**config.mk**
```make
export PLATFORM = sky130hd
export DESIGN_NAME = fir_stream
export DESIGN_NICKNAME = d
export VERILOG_FILES = /design/src/rtl/fir_stream_pkg.sv /design/src/rtl/fir_stream_mac.sv /design/src/rtl/fir_stream.sv
export SDC_FILE = /design/constraint.sdc
export NUM_CORES = 1
export LEC_CHECK = 0
export BUFFER_PORTS_ARGS = -buffer_cell sky130_fd_sc_hd__buf_2
export CAP_MARGIN = 20
export CORE_MARGIN = 1
export CORE_UTILIZATION = 30
export DETAILED_ROUTE_END_ITERATION = 6
export GPL_TIMING_DRIVEN = 0
export PLACE_DENSITY = 0.56
export SETUP_SLACK_MARGIN = 0.05
export SLEW_MARGIN = 20
export SYNTH_ARGS = -nofsm -noshare
export SYNTH_HDL_FRONTEND = slang
export SYNTH_SLANG_ARGS = --single-unit
export TNS_END_PERCENT = 20
```
**constraint.sdc**
```tcl
create_clock -name clk -period 29.3 [get_ports clk]
set_input_delay 2.93 -clock clk [delete_from_list [all_inputs] [get_ports clk]]
set_output_delay 2.93 -clock clk [all_outputs]
set_load 0.005 [all_outputs]
```
**src/rtl/fir_stream_pkg.sv**
```systemverilog
// fir_stream_pkg: shared FSM state type and accumulator sizing helper
// for the time-multiplexed streaming FIR filter.
package fir_stream_pkg;

  typedef enum logic [1:0] {
    IDLE = 2'd0,
    MAC  = 2'd1,
    OUT  = 2'd2
  } state_t;

  // Sum of TAPS full-width products cannot exceed this width.
  function automatic int acc_w(
    input int dw,
    input int cw,
    input int taps
  );
    return dw + cw + $clog2(taps);
  endfunction

endpackage

```
**src/rtl/fir_stream_mac.sv**
```systemverilog
// fir_stream_mac: single signed multiplier plus accumulator.
// Ports: clk, rst (sync, low), i_clr, i_en, i_x, i_c -> o_acc_nxt.
module fir_stream_mac
  import fir_stream_pkg::*;
#(
  parameter int DATA_W = 16,
  parameter int COEF_W = 16,
  parameter int ACC_W  = 34
) (
  input  logic                     clk,
  input  logic                     rst,
  input  logic                     i_clr,
  input  logic                     i_en,
  input  logic signed [DATA_W-1:0] i_x,
  input  logic signed [COEF_W-1:0] i_c,
  output logic signed [ACC_W-1:0]  o_acc_nxt
);

  localparam int PW = DATA_W + COEF_W;

  logic signed [PW-1:0]    w_prod;
  logic signed [ACC_W-1:0] r_acc;

  assign w_prod = i_x * i_c;

  // Sum including the current tap, so the top can
  // register the final result on the last MAC edge.
  assign o_acc_nxt = r_acc
    + {{(ACC_W-PW){w_prod[PW-1]}}, w_prod};

  always_ff @(posedge clk) begin
    if (!rst) begin
      r_acc <= '0;
    end else if (i_clr) begin
      r_acc <= '0;
    end else if (i_en) begin
      r_acc <= o_acc_nxt;
    end
  end

endmodule

```
**src/rtl/fir_stream.sv**
```systemverilog
// fir_stream: streaming FIR, one multiplier, TAPS MAC cycles per sample.
// Ports: clk, rst, enable, in_*/out_* valid-ready streams, coef_* write, ovf, sample_cnt.
module fir_stream
  import fir_stream_pkg::*;
#(
  parameter int DATA_W = 16,
  parameter int COEF_W = 16,
  parameter int TAPS   = 4,
  parameter int SHIFT  = 8,
  parameter int SAT    = 1
) (
  input  logic                       clk,
  input  logic                       rst,
  input  logic                       enable,
  input  logic                       in_valid,
  output logic                       in_ready,
  input  logic signed [DATA_W-1:0]   in_data,
  output logic                       out_valid,
  input  logic                       out_ready,
  output logic signed [DATA_W-1:0]   out_data,
  input  logic                       coef_we,
  input  logic [$clog2(TAPS)-1:0]    coef_addr,
  input  logic signed [COEF_W-1:0]   coef_data,
  output logic                       ovf,
  output logic [15:0]                sample_cnt
);

  localparam int AW    = $clog2(TAPS);
  localparam int ACC_W = acc_w(DATA_W, COEF_W, TAPS);

  state_t r_state;
  state_t w_state_nxt;

  logic [AW-1:0]            r_idx;
  logic signed [DATA_W-1:0] r_x [TAPS];
  logic signed [COEF_W-1:0] r_c [TAPS];
  logic signed [DATA_W-1:0] r_out;
  logic                     r_ovf;
  logic [15:0]              r_cnt;

  logic w_accept;
  logic w_mac_en;
  logic w_last;
  logic w_deliver;
  logic w_coef_wr;
  logic w_fit;

  logic signed [ACC_W-1:0]  w_acc_nxt;
  logic signed [ACC_W-1:0]  w_sh;
  logic signed [DATA_W-1:0] w_y;

  assign in_ready  = rst & enable & !coef_we
                   & (r_state == IDLE);
  assign w_accept  = in_ready & in_valid;
  assign w_mac_en  = enable & (r_state == MAC);
  assign w_last    = w_mac_en
                   & (r_idx == AW'(TAPS-1));
  assign w_deliver = enable & out_ready
                   & (r_state == OUT);
  assign w_coef_wr = coef_we & (r_state == IDLE)
                   & (int'(coef_addr) < TAPS);

  assign out_valid  = (r_state == OUT);
  assign out_data   = r_out;
  assign ovf        = r_ovf;
  assign sample_cnt = r_cnt;

  fir_stream_mac #(
    .DATA_W (DATA_W),
    .COEF_W (COEF_W),
    .ACC_W  (ACC_W)
  ) u_mac (
    .clk       (clk),
    .rst       (rst),
    .i_clr     (w_accept),
    .i_en      (w_mac_en),
    .i_x       (r_x[r_idx]),
    .i_c       (r_c[r_idx]),
    .o_acc_nxt (w_acc_nxt)
  );

  // Value fits DATA_W when every bit above the output
  // sign bit is a copy of it.
  assign w_sh  = w_acc_nxt >>> SHIFT;
  assign w_fit = (w_sh[ACC_W-1:DATA_W-1]
               == {(ACC_W-DATA_W+1){w_sh[DATA_W-1]}});

  always_comb begin
    w_y = w_sh[DATA_W-1:0];
    if (SAT != 0 && !w_fit) begin
      w_y = w_sh[ACC_W-1]
          ? {1'b1, {(DATA_W-1){1'b0}}}
          : {1'b0, {(DATA_W-1){1'b1}}};
    end
  end

  always_ff @(posedge clk) begin
    if (!rst) begin
      r_state <= IDLE;
    end else begin
      r_state <= w_state_nxt;
    end
  end

  always_comb begin
    w_state_nxt = r_state;
    unique case (r_state)
      IDLE:    if (w_accept)  w_state_nxt = MAC;
      MAC:     if (w_last)    w_state_nxt = OUT;
      OUT:     if (w_deliver) w_state_nxt = IDLE;
      default: w_state_nxt = IDLE;
    endcase
  end

  always_ff @(posedge clk) begin
    if (!rst) begin
      r_idx <= '0;
      r_out <= '0;
      r_ovf <= 1'b0;
      r_cnt <= '0;
      for (int k = 0; k < TAPS; k++) begin
        r_x[k] <= '0;
        r_c[k] <= '0;
      end
      r_c[0] <= COEF_W'(1 << SHIFT);
    end else begin
      if (w_accept) begin
        r_idx  <= '0;
        r_x[0] <= in_data;
        for (int k = TAPS-1; k > 0; k--) begin
          r_x[k] <= r_x[k-1];
        end
      end
      if (w_mac_en) begin
        r_idx <= r_idx + 1'b1;
      end
      if (w_last) begin
        r_out <= w_y;
        if (!w_fit) begin
          r_ovf <= 1'b1;
        end
      end
      if (w_deliver) begin
        r_cnt <= r_cnt + 16'd1;
      end
      if (w_coef_wr) begin
        r_c[coef_addr] <= coef_data;
      end
    end
  end

endmodule

```
==> impl_metrics.json <==
{
  "antenna_found_initial": 0,
  "crit_path_start_kind": "flip-flop",
  "final_cells": 3125,
  "detail_route.wl_per_cell_um": 18.1,
  "netlist_area_um2": 20400,
  "grt_overflow_total": 0,
  "ctsResizeCount": 0,
  "cts_root_buffer": "clkbuf_16",
  "synth-main-ff-cell": "edfxtp_1",
  "yosysWarnings": 0,
  "port_buffers": 73,
  "placed_cells": 3083,
  "die_area_um2": 69100,
  "grt_pass1_vias": 15900,
  "place_congestion": 0.900,
  "grtUsageTotal_pct": 16.4,
  "rr_worst_depth": 40,
  "period_minus_slack_ps": 13340,
  "cp_max_fo": 10,
  "power_density_nw_per_um2": 51.6,
  "start_util_pct": 30.3,
  "period_share_pct": 45.5,
  "cap_viol_max_count": 0,
  "cts_buffer_depth": 3,
  "synth_top_area_share_pct": 25.8,
  "synth_nets": 2558,
  "ctsHoldBuffers": 0,
  "fmax_ghz": 0.0749,
  "cts_tree": "done",
  "synth.largest_area_cell": "fa_1",
  "async_flop_share_pct": 0,
  "htree_levels": 1,
  "grt_pass1_wl_um": 89300,
  "post_cts_buffers": 0,
  "setup_viol": 0,
  "cts_made_buffers": 23,
  "synth_edf_count": 112,
  "seqCellArea_um2": 5140,
  "clock-sinks": 201,
  "ir_drop_v": 0.0000351,
  "fin_setup_tns_ps": 0,
  "viasPerCell": 4.93,
  "clock_latency_ps": 570,
  "die_x_um": 263,
  "finClkSkew_ps": 31.0,
  "p_total_mw": 1.17,
  "grt_max_degree": 42,
  "worstPathRequired_ps": 29760,
  "dr.pass1.iters": 5,
  "fin_ws_ps": 15960,
  "drt_wl_total_um": 56700,
  "rows": 95,
  "critical-path-max-stage-delay_ps": 760,
  "core_area_um2": 67300,
  "ant_nets": 0,
  "rsz0062_at_grt": "false",
  "antenna_cells": 0,
  "cp_data_arrival_time_ps": 13800,
  "io_pins": 75,
  "cp_slowest_cell": "buf_1",
  "min-delay-start": "u_mac.r_acc[5]",
  "cpMostUsedCell": "fa_1",
  "crit_type": "reg -> reg",
  "p_leak_nw": 10.1,
  "rrSetupSlack_ps": 15960,
  "synth_cell_types": 83,
  "pre_cts_slack_ps": 16090,
  "worstHoldPathType": "reg -> reg",
  "drive_gt1_share_pct": 9.06,
  "die_h_um": 263,
  "layout.nets": 2657,
  "worst_pin_slew_ps": 1090,
  "vias": 15400,
  "multi_input_area_um2": 13700,
  "worstReg2RegEnd": "ovf",
  "outcome": "complete, no violations",
  "crit_end": "ovf",
  "syn_avg_cell_area_um2": 9.56,
  "syn_inst": 2136,
  "dpl.hpwl_um": 45400,
  "ys_seq_area_share_pct": 25.2,
  "maxSlewViolCount": 0,
  "synth.area.top_cells": "fa_1, edfxtp_1, dfxtp_1, ha_1, inv_1",
  "fillers": 6937,
  "route.detailed.drc": 0,
  "syn_to_final_growth_pct": 11.1,
  "relSlewSlack_pct": 26.5,
  "drt_iter0_drc": 817,
  "clk_pin_slew_ps": 60,
  "hold_viol_final": 0,
  "cp-end-kind": "flip-flop",
  "synth_seq_cells": 201
}
## synth_stat cells, drive strengths merged (27+ instances only)
library cell  number
a21oi             76
and3              75
ha               119
o21a              27
xnor2             57
and2              98
nor2             157
o21ai             67
nand2            262
dfxtp             89
mux2i             28
a21o              31
clkbuf            75
edfxtp           112
inv              320
fa               263
## flip-flops by register name, indices dropped and copies added (netlist names), named ones only
| register | count |
|---|---|
| r_c | 64 |
| r_x | 64 |
| u_mac.r_acc | 34 |
| out_data | 16 |
| sample_cnt | 16 |
| r_idx | 2 |
| r_state | 2 |
| ovf | 1 |
## worst min-delay path by stage
stage,to,cells after the start
floorplan,r_c[0][8],2
global placement,u_mac.r_acc[5],2
detailed placement,u_mac.r_acc[29],2
CTS,u_mac.r_acc[29],2
global route,u_mac.r_acc[5],2
finish,u_mac.r_acc[5],2
## layer usage
metal / track usage (%) / vias to the layer above / wire length, µm / share of wire (%)
met5: 0 / - / 0 / 0
met4: 5.18 / 0 / 1650 / 2.9
met3: 1.84 / 70 / 2550 / 4.5
met2: 28.9 / 339 / 28400 / 50
met1: 21.0 / 7818 / 24000 / 42
li1: - / 7173 / - / -
## where the power goes
| group | leakage [nW] | switching, mW | total [mW] | internal, mW |
|---|---|---|---|---|
| clock | 0.389 | 0.130 | 0.311 | 0.181 |
| combinational | 7.86 | 0.345 | 0.546 | 0.201 |
| sequential | 1.88 | 0.00484 | 0.314 | 0.309 |
| total | 10.1 | 0.480 | 1.17 | 0.691 |
## cell families after synthesis
logic type / after synthesis / share of synthesized area, %
simple gates: 683 / 15.9
buf+inv: 411 / 7.92
fa+ha+maj: 382 / 33.1
compound gates: 324 / 11.1
flops: 201 / 25.2
xor+xnor: 75 / 3.22
mux: 60 / 3.64
## metrics by stage
stage / hold WS, ps / area (µm²) / util [%]
floorplan: 436 / 20400 / -
finish: 461 / 22700 / 33.7
global placement: 445 / 21900 / 32.5
CTS: 461 / 22700 / 33.7
detailed placement: 453 / 21900 / 32.6
global route: 479 / 22700 / 33.7
## worst max-delay path, delay by kind of cell, from the launching register on
| kind | cells | cell delay, ps |
|---|---|---|
| adders and majority gates | 8 | 3710 |
| and+or+nand+nor | 8 | 2190 |
| buffers and inverters | 8 | 2540 |
| DFF | 1 | 430 |
| xor gates and xnor gates | 1 | 550 |
| AOI/OAI and AO/OA | 13 | 3220 |
| muxes | 2 | 590 |
## final cells by class
class	instances	area share, %
clock inverter	11	0.684
inverter	320	5.29
clock buffer	31	2.80
sequential	201	22.7
timing repair buffer	74	1.70
multi-input combinational	1524	60.2
tap	873	4.81
buffer	91	1.85
## cell usage in the layout, fill, tap and decap left out, types with 24 or more instances in the layout
cell	synthesis	final
edfxtp_1	112	112
mux2i_1	27	27
o21a_1	26	26
and3_1	74	74
a21oi_1	74	74
xnor2_1	57	57
clkbuf_1	74	78
nor2_1	157	157
nand3_1	26	26
and2_1	94	94
ha_1	119	119
buf_2	3	76
nand2_1	261	261
dfxtp_1	89	89
a21o_1	30	30
mux2_2	24	24
o21ai_0	48	43
fa_1	263	263
inv_1	320	320
Note: power is estimated with default switching activity, not from simulation.
